$ cat src/rtl/led_string_monitor.sv
// led_string_monitor
//   Passive monitor for a single-wire, pulse-width-coded LED data line.
//   The line is asynchronous, so it is brought into the clk domain first.
//   High pulses are timed: short ones decode as 0, long ones as 1. Every
//   24 bits form one pixel. A long low gap (latch) ends a frame.
//   Malformed pulses are reported: too short (glitch) or too long (stuck).
//
// Ports
//   clk          : single clock for the whole block
//   reset_n      : synchronous, active-low reset
//   led_sdi      : asynchronous serial LED data line being monitored
//   pixel_data   : last decoded pixel, first-received bit in bit 23
//   pixel_valid  : one-cycle strobe qualifying pixel_data / pixel_index
//   pixel_index  : zero-based position of that pixel within its frame
//   frame_done   : one-cycle strobe at each latch gap that closes a frame
//   frame_pixels : complete pixels in the closed frame, valid with frame_done
//   glitch_err   : one-cycle strobe for a high pulse shorter than MIN_HIGH
//   stuck_err    : one-cycle strobe when a high pulse reaches MAX_HIGH
//   partial_err  : one-cycle strobe when a latch gap finds 1-23 bits pending
module led_string_monitor #(
    parameter int BIT_THRESH   = 12,
    parameter int MIN_HIGH     = 4,
    parameter int MAX_HIGH     = 40,
    parameter int LATCH_CYCLES = 1000
) (
    input  logic        clk,
    input  logic        reset_n,
    input  logic        led_sdi,
    output logic [23:0] pixel_data,
    output logic        pixel_valid,
    output logic [15:0] pixel_index,
    output logic        frame_done,
    output logic [15:0] frame_pixels,
    output logic        glitch_err,
    output logic        stuck_err,
    output logic        partial_err
);

    localparam int HW = $clog2(MAX_HIGH + 1);
    localparam int LW = $clog2(LATCH_CYCLES + 1);

    localparam logic [HW-1:0] HIGH_ONE = HW'(1);
    localparam logic [HW-1:0] HIGH_ZERO = HW'(0);
    localparam logic [HW-1:0] BIT_TH   = HW'(BIT_THRESH);
    localparam logic [HW-1:0] MIN_H    = HW'(MIN_HIGH);
    localparam logic [HW-1:0] MAX_M1   = HW'(MAX_HIGH - 1);
    localparam logic [LW-1:0] LOW_ZERO = LW'(0);
    localparam logic [LW-1:0] LOW_ONE  = LW'(1);
    localparam logic [LW-1:0] LATCH_V  = LW'(LATCH_CYCLES);
    localparam logic [LW-1:0] LATCH_M1 = LW'(LATCH_CYCLES - 1);

    typedef enum logic [2:0] {
        SYNC_WAIT = 3'd0,
        IDLE      = 3'd1,
        HIGH      = 3'd2,
        LOW       = 3'd3,
        ERR       = 3'd4
    } state_t;

    // Synchronizer, delayed copy and registered edge flags
    logic sync1_r, sync2_r, line_r, rise_r, fall_r;

    // FSM state and datapath registers
    state_t      state_r, state_s;
    logic [HW-1:0] high_cnt_r, high_cnt_s;
    logic [LW-1:0] low_cnt_r, low_cnt_s;
    logic [23:0] shift_r, shift_s;
    logic [4:0]  bit_cnt_r, bit_cnt_s;
    logic [15:0] pix_cnt_r, pix_cnt_s, pix_inc_s;
    logic        bit_s;

    // Event stage between the FSM and the output registers
    logic        ev_pix_r, ev_pix_s;
    logic        ev_frame_r, ev_frame_s;
    logic        ev_glitch_r, ev_glitch_s;
    logic        ev_stuck_r, ev_stuck_s;
    logic        ev_partial_r, ev_partial_s;
    logic [23:0] word_r, word_s;
    logic [15:0] idx_r, idx_s;
    logic [15:0] frm_cnt_r, frm_cnt_s;

    // Pixel counter saturates rather than wrapping on very long strings
    assign pix_inc_s = (pix_cnt_r == 16'hFFFF) ? pix_cnt_r : pix_cnt_r + 16'd1;

    // Two-flop synchronizer, one more stage, and registered edges; line_r is
    // the level that goes with rise_r/fall_r in the same cycle
    always_ff @(posedge clk) begin
        if (!reset_n) begin
            sync1_r <= 1'b0;
            sync2_r <= 1'b0;
            line_r  <= 1'b0;
            rise_r  <= 1'b0;
            fall_r  <= 1'b0;
        end else begin
            sync1_r <= led_sdi;
            sync2_r <= sync1_r;
            line_r  <= sync2_r;
            rise_r  <= sync2_r & ~line_r;
            fall_r  <= ~sync2_r & line_r;
        end
    end

    // FSM state and datapath register update
    always_ff @(posedge clk) begin
        if (!reset_n) begin
            state_r      <= SYNC_WAIT;
            high_cnt_r   <= HIGH_ZERO;
            low_cnt_r    <= LOW_ZERO;
            shift_r      <= 24'd0;
            bit_cnt_r    <= 5'd0;
            pix_cnt_r    <= 16'd0;
            ev_pix_r     <= 1'b0;
            ev_frame_r   <= 1'b0;
            ev_glitch_r  <= 1'b0;
            ev_stuck_r   <= 1'b0;
            ev_partial_r <= 1'b0;
            word_r       <= 24'd0;
            idx_r        <= 16'd0;
            frm_cnt_r    <= 16'd0;
        end else begin
            state_r      <= state_s;
            high_cnt_r   <= high_cnt_s;
            low_cnt_r    <= low_cnt_s;
            shift_r      <= shift_s;
            bit_cnt_r    <= bit_cnt_s;
            pix_cnt_r    <= pix_cnt_s;
            ev_pix_r     <= ev_pix_s;
            ev_frame_r   <= ev_frame_s;
            ev_glitch_r  <= ev_glitch_s;
            ev_stuck_r   <= ev_stuck_s;
            ev_partial_r <= ev_partial_s;
            word_r       <= word_s;
            idx_r        <= idx_s;
            frm_cnt_r    <= frm_cnt_s;
        end
    end

    // Next-state, pulse timing, bit decode, pixel/frame bookkeeping
    always_comb begin
        state_s      = state_r;
        high_cnt_s   = high_cnt_r;
        low_cnt_s    = low_cnt_r;
        shift_s      = shift_r;
        bit_cnt_s    = bit_cnt_r;
        pix_cnt_s    = pix_cnt_r;
        bit_s        = 1'b0;
        ev_pix_s     = 1'b0;
        ev_frame_s   = 1'b0;
        ev_glitch_s  = 1'b0;
        ev_stuck_s   = 1'b0;
        ev_partial_s = 1'b0;
        word_s       = word_r;
        idx_s        = idx_r;
        frm_cnt_s    = frm_cnt_r;

        case (state_r)
            // Both wait for one clean latch gap; any high time restarts it
            SYNC_WAIT, ERR: begin
                if (line_r) begin
                    low_cnt_s = LOW_ZERO;
                end else if (low_cnt_r >= LATCH_M1) begin
                    low_cnt_s = LATCH_V;
                    state_s   = IDLE;
                end else begin
                    low_cnt_s = low_cnt_r + LOW_ONE;
                end
            end

            IDLE, LOW: begin
                if (rise_r) begin
                    state_s    = HIGH;
                    high_cnt_s = HIGH_ONE;
                    low_cnt_s  = LOW_ZERO;
                end else if (low_cnt_r == LATCH_M1) begin
                    // Latch gap: close the frame only if anything arrived
                    low_cnt_s = LATCH_V;
                    state_s   = IDLE;
                    if ((bit_cnt_r != 5'd0) || (pix_cnt_r != 16'd0)) begin
                        ev_frame_s   = 1'b1;
                        frm_cnt_s    = pix_cnt_r;
                        ev_partial_s = (bit_cnt_r != 5'd0);
                    end else begin
                        ev_frame_s = 1'b0;
                    end
                    bit_cnt_s = 5'd0;
                    pix_cnt_s = 16'd0;
                    shift_s   = 24'd0;
                end else if (low_cnt_r < LATCH_V) begin
                    low_cnt_s = low_cnt_r + LOW_ONE;
                end else begin
                    low_cnt_s = LATCH_V;
                end
            end

            HIGH: begin
                if (fall_r) begin
                    // The falling-edge cycle is the first low cycle
                    low_cnt_s = LOW_ONE;
                    if (high_cnt_r < MIN_H) begin
                        ev_glitch_s = 1'b1;
                        state_s     = (bit_cnt_r == 5'd0) ? IDLE : LOW;
                    end else begin
                        bit_s   = (high_cnt_r >= BIT_TH);
                        shift_s = {shift_r[22:0], bit_s};
                        state_s = LOW;
                        if (bit_cnt_r == 5'd23) begin
                            ev_pix_s  = 1'b1;
                            word_s    = {shift_r[22:0], bit_s};
                            idx_s     = pix_cnt_r;
                            pix_cnt_s = pix_inc_s;
                            bit_cnt_s = 5'd0;
                        end else begin
                            bit_cnt_s = bit_cnt_r + 5'd1;
                        end
                    end
                end else if (high_cnt_r >= MAX_M1) begin
                    // This cycle takes the count to MAX_HIGH
                    ev_stuck_s = 1'b1;
                    state_s    = ERR;
                    high_cnt_s = HIGH_ZERO;
                    low_cnt_s  = LOW_ZERO;
                    bit_cnt_s  = 5'd0;
                    shift_s    = 24'd0;
                    pix_cnt_s  = 16'd0;
                end else begin
                    high_cnt_s = high_cnt_r + HIGH_ONE;
                end
            end

            default: begin
                state_s = SYNC_WAIT;
            end
        endcase
    end

    // Output registers; data/index/count hold between strobes
    always_ff @(posedge clk) begin
        if (!reset_n) begin
            pixel_data   <= 24'd0;
            pixel_valid  <= 1'b0;
            pixel_index  <= 16'd0;
            frame_done   <= 1'b0;
            frame_pixels <= 16'd0;
            glitch_err   <= 1'b0;
            stuck_err    <= 1'b0;
            partial_err  <= 1'b0;
        end else begin
            pixel_data   <= word_r;
            pixel_valid  <= ev_pix_r;
            pixel_index  <= idx_r;
            frame_done   <= ev_frame_r;
            frame_pixels <= frm_cnt_r;
            glitch_err   <= ev_glitch_r;
            stuck_err    <= ev_stuck_r;
            partial_err  <= ev_partial_r;
        end
    end

endmodule

$ cat config.mk
export PLATFORM = sky130hd
export DESIGN_NAME = led_string_monitor
export DESIGN_NICKNAME = d
export VERILOG_FILES = /design/src/rtl/led_string_monitor.sv
export SDC_FILE = /design/constraint.sdc
export NUM_CORES = 1
export LEC_CHECK = 0
export ABC_AREA = 1
export CORE_MARGIN = 1
export CORE_UTILIZATION = 47
export DETAILED_ROUTE_END_ITERATION = 10
export GPL_TIMING_DRIVEN = 0
export HOLD_SLACK_MARGIN = 0.1
export PLACE_DENSITY = 0.63
export SYNTH_ARGS = -nofsm -noshare
export SYNTH_HDL_FRONTEND = slang
export SYNTH_SLANG_ARGS = --single-unit
$ cat constraint.sdc
create_clock -name clk -period 4.5 [get_ports clk]
set_input_delay 0.9 -clock clk [delete_from_list [all_inputs] [get_ports clk]]
set_output_delay 0.9 -clock clk [all_outputs]
set_load 0.005 [all_outputs]
After elaboration in Yosys (flattened, before gate mapping)
Index checks and enable logic that the tools add are counted.

operators by class
  reductions and logical operators = 21
  add/sub/neg operators = 4
  equality and inequality tests = 18
  mux-type cells = 46
  bitwise operators = 12
  order comparisons = 5

operators with widths
  operator                                                         number
  23-bit two-way mux                                               5
  16-bit two-way mux                                               7
  10-bit two-way mux                                               7
  23-bit one-hot mux with 2 select lines                           1
  16-bit one-hot mux with 2 select lines                           1
  5-bit two-way mux                                                6
  10-bit one-hot mux with 3 select lines                           1
  3-bit two-way mux                                                6
  6-bit two-way mux                                                3
  16-bit by 1-bit adder with 16-bit output, second input constant  1
  16-bit equality test, second input constant                      1
  16-bit nonzero test                                              1
  3-bit inequality test, second input constant                     5
  2-bit inequality test, second input constant                     6
  6-bit one-hot mux with 2 select lines                            1
  4-bit AND reduction                                              3
  10-bit by 1-bit adder with 10-bit output, second input constant  1
  10-bit equality test, second input constant                      1
  10-bit greater-or-equal comparator, second input constant        1
  10-bit < comparator, second input constant                       1
  1-bit inverter                                                   10
  5-bit one-hot mux with 2 select lines                            1
  3-bit one-hot mux with 3 select lines                            1
  4-bit OR reduction                                               2
  25 further kinds                                                 33

storage, ports and cells
  register bits = 190

Depth between registers and ports, before layout
  depth after elaboration = 6
  depth in mapped cells = 12
  gate-level depth less buffers = 12

Least setup slack after synthesis
OpenSTA, ideal clock, no wires.

  path kind = input port to flip-flop
  start point = input port reset_n
  end point = register word_r[13]
  buffers on the path = 2
  data arrival time = 1,715 ps
  path slack = 2,712 ps
  required time = 4,427 ps
  stages = 4
  library setup time = 73 ps
  cells stage by stage = clkbuf_1 > clkbuf_1 > nand2_1 > o22ai_2

RTL lines
  element               line  source
  start, declared       27    input logic reset_n,
  end signal, assigned  132   word_r <= word_s;
  end, declared         78    logic [23:0] word_r, word_s;

==> flow_summary.ini <==
[critical_path]
cpMaxStageDelayCell = clkdlybuf4s50_1
crit_type = in2reg
path_common_cell = clkbuf_1
r2r_start = low_cnt_r[0]$_SDFFE_PN0P_
cp-end-kind = flip-flop
crit_fanout = 10
crit_family = buffers and inverters
start_kind = input port
crit_buf_inv = 3
cp.required_ns = 4.84
cp_cell_sequence = clkdlybuf4s50_1 -> clkbuf_1 -> clkbuf_1 -> nand2_1 -> a22oi_1
slowest_delay_ns = 0.65
cp.arrival_ns = 2.94
critPathLaunch = reset_n

[clocking]
postCtsSetupRepairBufs = 0
cts_buffers = 17
clock_path_buffers = 2
holdBufCountCts = 0
clock_sinks = 190
path_clk_slew_ns = 0.06
clk_latency_ns = 0.43
h-tree-depth = 4
cts_root_buf = clkbuf_16
cts_resized = 0
cts_tree = built

[logic_synthesis]
syn_area_um2 = 7210
syn_avg_cell_area_um2 = 7.85
syn-num-nets = 928
synth_area_leader_cell = dfxtp_1
synth_common_cells = 246 x nand2_1, 190 x dfxtp_1, 155 x inv_1
syn-instance-count = 919
ys.flop_type = dfxtp_1
netlist.area_leader.share_pct = 52.7
synth.most_common_cell = nand2_1
yosys_warnings = 0
ys_ff_latch = 190
yosysUniqueCellTypes = 36
synth_edf_count = 0
async_reset_ff_share_pct = 0
synth_seq_area_share_pct = 52.7
synth_area_leaders = dfxtp_1 53%, nand2_1 13%, inv_1 8.1%

[timing]
rsz0062_at_grt = no
period_share_pct = 57.7
drv_slew = 0
min_period_ns = 2.59
worst_slew_pin_slew_ns = 0.667
final_hold_viol_count = 0
setup_tns_ns = 0
finalSetupViolCount = 0
slew_headroom_pct = 55.5
finalClockSkew_ns = 0.00932
max_freq_ghz = 0.385

[final_layout]
drive_gt1_share_pct = 8.00
final_nets = 1010
seq_area_um2 = 3800
n_antenna_cell = 0
nFillCells = 1415
syn_to_final_growth_pct = 19.9
multiInputGateArea_um2 = 2640

[routing]
drc_errors = 0
ant_nets = 0
route.final.wire_length_um = 15400
routed_via_density = 4.93
vias = 5906
first_pass_iters = 5
wl_per_cell_um = 12.9
drtIter0Drc = 389

[min_path]
min_from = ev_partial_r$_SDFF_PP0_
hold_class = reg2reg

[pwr]
power_w = 0.00340
power_density_nw_per_um2 = 393
p_leak_nw = 4.09
vdd_drop_max_mv = 0.248

[global_route]
antenna_found_initial = 0
grt_max_degree = 17
track_usage_pct = 20.5
grt_pass1_wl_um = 25800
gr-total-overflow = 0
grt_pass1_vias = 5322

[place]
numPortBuffers = 63
place.gp.congestion = 0.856
dp_hpwl_um = 10800

[die]
ios = 64
dieHeight_um = 126
die_area_um2 = 15800
row_count = 44
die_x_um = 126
core_um2 = 14800
initial_core_util_pct = 48.9

[outcome]
status = finished clean

[job]
maxCapViolCount = 0
-- registers in the layout, summed over array words and instances, names as in the netlist, 3 cells and up --
register and flops:
bit_cnt_r 5, frame_pixels 16, frm_cnt_r 16, high_cnt_r 6, idx_r 16, low_cnt_r 10, pix_cnt_r 16, pixel_data 24
pixel_index 16, shift_r 23, state_r 3, word_r 24
-- per-layer routing --
layer	part of all wire [%]	up-vias	GRT usage [%]
met5	0	-	0
met4	1.2	0	6.66
met3	4.1	16	4.80
met2	44	132	31.2
met1	51	2696	28.8
li1	-	3062	-
-- where the power goes --
group / internal, W / switching, W / leakage (nW)
Sequential: 0.00172 / 0.0000239 / 1.53
Combinational: 0.0000603 / 0.000127 / 2.28
Clock: 0.000836 / 0.000631 / 0.278
-- placed cells by master (no fill, tap or decap), drive strengths merged, types with 6 or more instances in the layout --
master / instances
nand2: 253
dfxtp: 190
inv: 164
nor2: 69
clkdlybuf4s50: 63
nand3: 52
a22oi: 35
clkbuf: 35
a21oi: 32
o21ai: 28
o22ai: 24
buf: 17
nor3: 12
nand4: 11
ha: 6
-- cell families (layout without fill, tap and decap cells) --
group                      after synthesis  count (layout)  share of synthesized area, %
xor gates and xnor gates                 3               3                         0.364
adders and majority gates                6               6                          1.04
AOI/OAI and AO/OA                      123             123                          11.2
and+or+nand+nor                        405             405                          24.0
DFF                                    190             190                          52.7
buffers and inverters                  192             286                          10.6
-- path summary, 6_finish.rpt --
check / cells past startpoint / slack [ns] / end
setup / recovery: 5 / 1.91 / idx_r[12]$_SDFFE_PN0P_
hold / removal: 2 / 0.41 / partial_err$_SDFF_PN0_
setup reg to reg: 9 / 2.44 / shift_r[13]$_SDFFE_PN0P_
hold reg to reg: 2 / 0.41 / partial_err$_SDFF_PN0_
-- area by class of cell --
type / count / area share [%]
Sequential cell: 190 / 44.0
Clock inverter: 11 / 1.49
Timing Repair Buffer: 63 / 7.29
Multi-Input combinational cell: 537 / 30.6
Buffer: 32 / 1.91
Inverter: 160 / 6.94
Tap cell: 184 / 2.66
Clock buffer: 20 / 5.16
-- per-stage QoR --
step / utilization, % / std cells / area [um2] / hold slack, ns / setup WS, ns
6_report: 58.6 / 1197 / 8650 / 0.412 / 1.91
5_1_grt: 58.6 / 1197 / 8650 / 0.433 / 1.77
4_1_cts: 58.6 / 1197 / 8650 / 0.414 / 1.83
3_5_place_dp: 54.7 / 1166 / 8070 / 0.398 / 1.46
3_3_place_gp: 54.7 / 1166 / 8070 / 0.393 / 1.47
2_1_floorplan: - / 919 / 7210 / 0.390 / 2.71
-- worst min-delay path, cell delays in order, from the launching register on --
cell and delay (ns):
dfxtp_1 0.31, nand2_1 0.05, inv_1 0.04
Power figures use the tool's default switching activity.
